===== src/rtl/seven_seg_scan.sv =====
// seven_seg_scan
//   Multiplexed common-anode 7-segment driver. Scans NUM_DIGITS digits, one per
//   REFRESH_DIV-cycle slot, with hex decode, per-digit enable, decimal point,
//   frame-based blink and DEAD_CYCLES of all-anodes-off at each slot start.
// Ports
//   clk        : system clock, all logic on posedge
//   rst        : synchronous active-high reset
//   digits     : hex nibble per digit, digit i = digits[4i+3:4i]
//   digit_en   : 1 = digit displayed, 0 = blanked
//   dp         : 1 = decimal point lit on that digit
//   blink      : 1 = digit blanked during the blink-off phase
//   seg        : active-low {dp,g,f,e,d,c,b,a}, registered
//   an         : active-low anodes, an[0] = rightmost digit, registered
//   frame_tick : one-cycle pulse after the last slot of each scan frame
module seven_seg_scan #(
  parameter int NUM_DIGITS   = 4,
  parameter int REFRESH_DIV  = 100000,
  parameter int DEAD_CYCLES  = 2,
  parameter int BLINK_FRAMES = 64
) (
  input  logic                    clk,
  input  logic                    rst,
  input  logic [4*NUM_DIGITS-1:0] digits,
  input  logic [NUM_DIGITS-1:0]   digit_en,
  input  logic [NUM_DIGITS-1:0]   dp,
  input  logic [NUM_DIGITS-1:0]   blink,
  output logic [7:0]              seg,
  output logic [NUM_DIGITS-1:0]   an,
  output logic                    frame_tick
);

  localparam int CW = (REFRESH_DIV  > 1) ? $clog2(REFRESH_DIV)  : 1;
  localparam int IW = (NUM_DIGITS   > 1) ? $clog2(NUM_DIGITS)   : 1;
  localparam int BW = (BLINK_FRAMES > 1) ? $clog2(BLINK_FRAMES) : 1;

  logic [CW-1:0]         cnt_q, cnt_d;
  logic [IW-1:0]         idx_q, idx_d;
  logic [BW-1:0]         bcnt_q, bcnt_d;
  logic                  phase_q, phase_d;
  logic [7:0]            seg_q, seg_d;
  logic [NUM_DIGITS-1:0] an_q, an_d;
  logic                  ft_q, ft_d;

  logic                  cnt_end, frame_end, live, vis;
  logic [3:0]            nib;
  logic                  en_sel, dp_sel, bl_sel;

  // gfedcba, active low
  function automatic logic [6:0] dec(input logic [3:0] v);
    case (v)
      4'h0: dec = 7'b1000000;
      4'h1: dec = 7'b1111001;
      4'h2: dec = 7'b0100100;
      4'h3: dec = 7'b0110000;
      4'h4: dec = 7'b0011001;
      4'h5: dec = 7'b0010010;
      4'h6: dec = 7'b0000010;
      4'h7: dec = 7'b1111000;
      4'h8: dec = 7'b0000000;
      4'h9: dec = 7'b0010000;
      4'hA: dec = 7'b0001000;
      4'hB: dec = 7'b0000011;
      4'hC: dec = 7'b1000110;
      4'hD: dec = 7'b0100001;
      4'hE: dec = 7'b0000110;
      default: dec = 7'b0001110;
    endcase
  endfunction

  // With no dead time the anode is live for the whole slot; splitting this
  // out avoids an always-true unsigned compare against zero.
  if (DEAD_CYCLES == 0) begin : g_nodead
    assign live = 1'b1;
  end else begin : g_dead
    assign live = (cnt_q >= CW'(DEAD_CYCLES));
  end

  always_comb begin
    cnt_end   = (cnt_q == CW'(REFRESH_DIV - 1));
    frame_end = cnt_end && (idx_q == IW'(NUM_DIGITS - 1));

    cnt_d = cnt_end ? '0 : cnt_q + 1'b1;

    // Explicit wrap at NUM_DIGITS-1 so non-power-of-2 counts never overrun.
    idx_d = idx_q;
    if (cnt_end) idx_d = (idx_q == IW'(NUM_DIGITS - 1)) ? '0 : idx_q + 1'b1;

    bcnt_d  = bcnt_q;
    phase_d = phase_q;
    if (frame_end) begin
      if (bcnt_q == BW'(BLINK_FRAMES - 1)) begin
        bcnt_d  = '0;
        phase_d = ~phase_q;
      end else begin
        bcnt_d = bcnt_q + 1'b1;
      end
    end

    nib    = '0;
    en_sel = 1'b0;
    dp_sel = 1'b0;
    bl_sel = 1'b0;
    for (int unsigned i = 0; i < NUM_DIGITS; i++) begin
      if (idx_q == IW'(i)) begin
        nib    = digits[4*i +: 4];
        en_sel = digit_en[i];
        dp_sel = dp[i];
        bl_sel = blink[i];
      end
    end

    vis = en_sel & ~(bl_sel & phase_q);

    an_d = '1;
    for (int unsigned i = 0; i < NUM_DIGITS; i++) begin
      if (vis && live && (idx_q == IW'(i))) an_d[i] = 1'b0;
    end

    seg_d = vis ? {~dp_sel, dec(nib)} : 8'hFF;
    ft_d  = frame_end;
  end

  always_ff @(posedge clk) begin
    if (rst) begin
      cnt_q   <= '0;
      idx_q   <= '0;
      bcnt_q  <= '0;
      phase_q <= 1'b0;
      seg_q   <= 8'hFF;
      an_q    <= '1;
      ft_q    <= 1'b0;
    end else begin
      cnt_q   <= cnt_d;
      idx_q   <= idx_d;
      bcnt_q  <= bcnt_d;
      phase_q <= phase_d;
      seg_q   <= seg_d;
      an_q    <= an_d;
      ft_q    <= ft_d;
    end
  end

  assign seg        = seg_q;
  assign an         = an_q;
  assign frame_tick = ft_q;

endmodule


===== config.mk =====
export PLATFORM = sky130hd
export DESIGN_NAME = seven_seg_scan
export DESIGN_NICKNAME = d
export VERILOG_FILES = /design/src/rtl/seven_seg_scan.sv
export SDC_FILE = /design/constraint.sdc
export NUM_CORES = 1
export LEC_CHECK = 0
export ABC_AREA = 1
export CAP_MARGIN = 40
export CORE_MARGIN = 10
export CORE_UTILIZATION = 38
export CTS_CLUSTER_DIAMETER = 200
export DETAILED_ROUTE_END_ITERATION = 10
export GPL_ROUTABILITY_DRIVEN = 0
export PLACE_DENSITY_LB_ADDON = 0.3
export SLEW_MARGIN = 20
export SYNTH_ARGS = -nofsm -noshare
export SYNTH_HDL_FRONTEND = slang
export SYNTH_SLANG_ARGS = --single-unit

===== constraint.sdc =====
create_clock -name clk -period 5.1 [get_ports clk]
set_input_delay 1.02 -clock clk [delete_from_list [all_inputs] [get_ports clk]]
set_output_delay 1.02 -clock clk [all_outputs]
set_load 0.005 [all_outputs]

Word-level counts from Yosys, hierarchy flattened
Memories as Yosys holds them, arrays and structs flattened. A register that Yosys moved wholly into a read port is not among the register bits. Cells that the tools add are included.

Flip-flop bits (word level): 39. Bits in latches: 0. Bits in writable memories: 0. Bits in read-only memories: 112. Bits of input ports: 30. Output and inout bits: 13. Logic and storage cells: 55. Memories: 1.

Add/sub/neg operators: 3. $mul: 0. Divide/modulo/power cells: 0. Magnitude comparators: 1. Eq/ne operators: 5. Shift operators: 0. Multiplexer cells: 22. Bitwise gates (word level): 6. Reductions and logical operators: 10.

Memory list: (name not given) (words 16, width 7, read ports 1, clocked after memory_dff 1, wr ports 0, RTL line 50) `case (v)`.

Operators with widths (number): 17-bit by 1-bit adder with 17-bit output, second input constant (1); 17-bit equality test, second input constant (1); 17-bit by 2-bit >= comparator with 1-bit output, second input constant (1); 1-bit two-way mux (16); 4-bit two-way mux (4); 6-bit by 1-bit adder with 6-bit output, second input constant (1); 6-bit equality test, second input constant (1); 1-bit logical AND (6); 6-bit two-way mux (1); 2-bit equality test, second input constant (2); 1-bit NOT (4); 2-bit OR reduction (2); 2-bit by 1-bit adder with 2-bit output, second input constant (1); 1-bit AND (2); 2-bit by 1-bit equality test with 1-bit output, second input constant (1); 2-bit zero test (1); 2-bit two-way mux (1); 2-bit AND reduction (1).

Longest topological paths before layout
Depth after elaboration: 11. Gate-level depth with buffers: 15. Gate-level depth less buffers: 14.

Worst setup path before layout
No wires, ideal clock.

Kind: input -> register. From: input port digits[13]. To: register seg_q[3] (netlist: seg[3]). Setup time: 0.124 ns. Arrival time: 1.987 ns. Required time: 4.976 ns. Path slack: 2.989 ns. Cell stages on the path: 8. Buffers on the path: 0. Cell sequence: or2_2 -> nand2_1 -> inv_1 -> ha_1 -> nand3_2 -> nand2_1 -> nand2_1 -> nand3_1.

Cells in the longest elaborated chain, start to end: 1.

Ends and longest elaborated chain: start, declared (RTL line 23) `input logic [4*NUM_DIGITS-1:0] digits,`; 4-bit two-way mux (RTL line 104) `if (idx_q == IW'(i)) begin`; end, declared (RTL line 40) `logic [7:0] seg_q, seg_d;`.

No other way between the ends. A chain may end at the register's enable or synchronous reset.

Worst setup path after layout
From: register idx_q[0]. To: register seg_q[3] (netlist: seg[3]).

Cells in the longest elaborated chain, start to end: 10. Elaborated cells between the ends (all ways): 21. Classes of those cells: 3 x eq/ne; 12 x mux; 4 x bitwise; 2 x reduce/logical.

Ends and longest elaborated chain: start, declared (RTL line 37) `logic [IW-1:0] idx_q, idx_d;`; start signal, assigned (RTL line 134) `idx_q <= idx_d;`; 2-bit zero test (RTL line 104); 1-bit two-way mux (4 in series) (RTL line 104); 1-bit AND (RTL line 112) `vis = en_sel & ~(bl_sel & phase_q);`; 1-bit NOT (RTL line 112); 1-bit AND (RTL line 112); 1-bit NOT (no line); 2-bit OR reduction (no line).

Parallel ways exist; a longest one is shown, timed or not.

==> out/results.md <==
| Quantity | Reported |
|:---|:---|
| Synth unique cells | 34 |
| Floorplan die area | 9690 sq um |
| Leakage power | 1.16 nW |
| Floorplan core area | 5960 sq um |
| Worst-Margin Slew | 0.623 ns |
| Number of warnings reported in the yosys synthesis log | 0 |
| Setup slack, reg-to-reg | 2.72 ns |
| Detail Route Antenna Nets | 0 |
| IO buf count | 42 |
| Fin crit period | 2.38 ns |
| Die height | 98.4 um |
| Commonest cells after routing, fill and taps aside | sky130_fd_sc_hd__nand2_1, sky130_fd_sc_hd__clkdlybuf4s50_1, sky130_fd_sc_hd__dfxtp_1 |
| Total Negative Setup Slacks | 0 ns |
| Number of rows created at floorplan | 28 |
| Length in cells of the worst reg-to-reg path | 10 |
| H-tree depth reported by CTS | 2 |
| Slew Limit Fails | 0 |
| Number of gates resized after cts | 0 |
| Most used flip-flop cell after synthesis | sky130_fd_sc_hd__dfxtp_1 |
| Ant. Diodes | 0 |
| Via-per-instance ratio | 4.92 |
| Hold depth | 1 |
| Setup crit end kind | flip-flop |
| Overall via count from detail_route | 2,295 |
| DR WL/cell | 12.2 um |
| Total CTS buffers | 5 |
| Maximum number of pins on one net before global-route repair | 16 |
| FF-to-FF Start | idx_q[0] |
| Router iterations before antenna repair | 4 |
| EDFF count, synth | 0 |
| Max-slew headroom | 0.585 |
| Clock network latency to the later pin of the worst-skew pair | 0.30 ns |
| Startpoint kind of the worst setup timing path | flip-flop |
| Via count of the first global-routing pass | 2,090 |
| Post-CTS setup repair buffer count | 0 |
| Starting density of the core | 0.393 |
| Clock tree from TritonCTS | yes |
| Cell type with the highest occurrence count on the critical path | sky130_fd_sc_hd__nand2_1 |
| Detailed-route wire length | 5700 um |
| Worst r2r dst | seg[3] |
| Count of clock tree sinks | 39 |
| Wire length of the first global-routing pass | 9690 um |
| Clock root buffer | sky130_fd_sc_hd__clkbuf_8 |
| Top-level port count | 43 |
| Worst vdd rail ir drop | 0.0864 mV |
| Hold bufs inserted after CTS | 0 |
| Fill count | 624 |
| Area added between synthesis and finish | 23.3% |
| Hold Violations, Final | 0 |
| Arrival @ worst endpoint | 2.56 ns |
| RSZ-0062 raised after global routing | false |
| Tightest Hold Check Type | reg -> reg |
| Remaining routing DRC violations | 0 |
| Count of endpoints failing setup in the final report | 0 |
| Layout Nets | 433 |
| Sequential Area | 781 sq um |
| Detailed-placement wirelength estimate | 4450 um |
| Hold_sp | cnt_q[0] |
| Delay contributed by the slowest stage of the critical path | 0.58 ns |
| Master of the slowest instance on the critical path | sky130_fd_sc_hd__ha_1 |
| Post-Syn Instances | 347 |
| Endpoint with the worst hold slack | cnt_q[0] |
| Part of the Yosys area used for sequential elements | 0.334 |
| Net count of the mapped netlist | 390 |
| Die width | 98.4 um |
| Max Fanout on Critical Path | 15 |
| Worst setup skew after layout | 0.00552 ns |
| Seq cells post-synth | 39 |
| Commonest non-fill, non-tap cell in the layout | sky130_fd_sc_hd__nand2_1 |
| Final period util | 0.467 |
| Number of antenna violations at the first check in global routing | 0 |
| Highest achievable clock rate | 420 MHz |
| Worst Setup Path Type | reg -> reg |
| Overall fraction of global-route tracks in use | 0.118 |
| Power density normalized to cell area | 205 nW/um^2 |
| Avg Synthesized Cell Area | 6.74 sq um |
| Final standard cell utilization of the core | 0.484 |
| Area occupied by multi-input gates | 1390 sq um |
| Outcome | finished clean |
| Fraction of final layout cells with drive strength greater than 1 | 0.0742 |
| Clock-pin slew on the worst setup and hold paths | 0.07 ns |
| Grt total ovfl | 0 |
| Required @ worst endpoint | 5.28 ns |
| Max-capacitance violation count | 0 |
| Iter 0 DRT Violations | 123 |
| Maximum count of clock buffers along a single path | 2 |
| Share of synthesized registers carrying an async set or reset | 0 |
| Total standard cell area after synthesis | 2340 sq um |
| Ordered list of cells on the worst path | ha_1 -> inv_2 -> or2_2 -> nand2_1 -> inv_1 -> ha_1 -> nand3_2 -> nand2_1 -> nand2_1 -> nand3_1 |
state kept, by name (all words and copies together) (netlist names):
register and count:
phase_q 1, cnt_q 17, seg 8, frame_tick 1, bcnt_q 6, idx_q 2
an 4
worst max-delay path, delay by kind of cell, from the launching register on:
kind                     cells  cell delay, ns
adder cells (fa/ha/maj)      2            0.82
AND/OR/NAND/NOR              6            0.78
flip-flops                   1            0.39
buffers and inverters        2            0.28
per-layer routing:
layer	GRT usage	vias up	share of wire	wire length, um
met3	0.0440	6	0.072	408
met4	0.0452	0	0.011	61
met5	0	-	0	0
met2	0.189	59	0.45	2560
met1	0.139	1021	0.47	2670
li1	-	1209	-	-
final cells by class:
class	count	share of cell area
Tap cell	75	0.0325
Clock buffer	7	0.0265
Sequential cell	39	0.271
Inverter	31	0.0408
Timing Repair Buffer	42	0.146
Multi-Input combinational cell	271	0.482
Clock inverter	1	0.00174
synthesized netlist by cell type (2+ instances only):
library cell                 n  share of area
sky130_fd_sc_hd__nand2_1   104           0.17
sky130_fd_sc_hd__dfxtp_1    39           0.33
sky130_fd_sc_hd__nand3_1    37          0.079
sky130_fd_sc_hd__nor2_1     37          0.059
sky130_fd_sc_hd__inv_1      28          0.045
sky130_fd_sc_hd__a21oi_1    26          0.056
sky130_fd_sc_hd__ha_1       13          0.070
sky130_fd_sc_hd__o21ai_0     6          0.013
sky130_fd_sc_hd__nand4_1     5          0.013
sky130_fd_sc_hd__nor2_2      5          0.013
sky130_fd_sc_hd__or2_2       5          0.013
sky130_fd_sc_hd__nor3_1      4         0.0086
sky130_fd_sc_hd__xor2_1      4          0.015
sky130_fd_sc_hd__buf_6       3          0.014
sky130_fd_sc_hd__nor3_2      3          0.013
sky130_fd_sc_hd__or2_0       3         0.0080
sky130_fd_sc_hd__a31oi_1     2         0.0053
sky130_fd_sc_hd__inv_2       2         0.0032
sky130_fd_sc_hd__nand2_2     2         0.0053
sky130_fd_sc_hd__nand3_2     2         0.0086
sky130_fd_sc_hd__nor4_1      2         0.0053
sky130_fd_sc_hd__o211ai_1    2         0.0064
sky130_fd_sc_hd__or2_1       2         0.0053
metrics by stage:
stage	worst slack [ns]	hold slack (ns)	instances	cell area (sq um)	power (W)
4_1_cts	2.76	0.469	466	2880	0.000597
2_1_floorplan	2.99	0.430	347	2340	0.000354
3_3_place_gp	2.49	0.448	458	2800	0.000393
6_report	2.72	0.465	466	2880	0.000591
5_1_grt	2.52	0.489	466	2880	0.000620
3_5_place_dp	2.47	0.449	458	2800	0.000394
report_power, final:
part | switching [W] | total, W | internal, W
clock network | 0.000109 | 0.000205 | 0.0000960
logic | 0.0000333 | 0.0000727 | 0.0000394
registers | 0.00000321 | 0.000314 | 0.000310
worst max path at each step:
stage	startpoint	end	slack, ns	depth (start not counted)
2_1_floorplan	digits[13]	seg[3]	2.99	8
3_3_place_gp	rst	cnt_q[14]	2.49	4
3_5_place_dp	rst	cnt_q[14]	2.47	4
4_1_cts	idx_q[0]	seg[6]	2.76	10
5_1_grt	idx_q[0]	seg[3]	2.52	10
6_report	idx_q[0]	seg[3]	2.72	10
cell families after synthesis:
family | after synthesis | synth area share
AO/OA/AOI/OAI | 38 | 0.0872
XOR/XNOR | 4 | 0.0150
adder cells (fa/ha/maj) | 13 | 0.0696
buffers and inverters | 37 | 0.0717
flip-flops | 39 | 0.334
AND/OR/NAND/NOR | 216 | 0.423
Note: power is estimated with default switching activity, not from simulation.
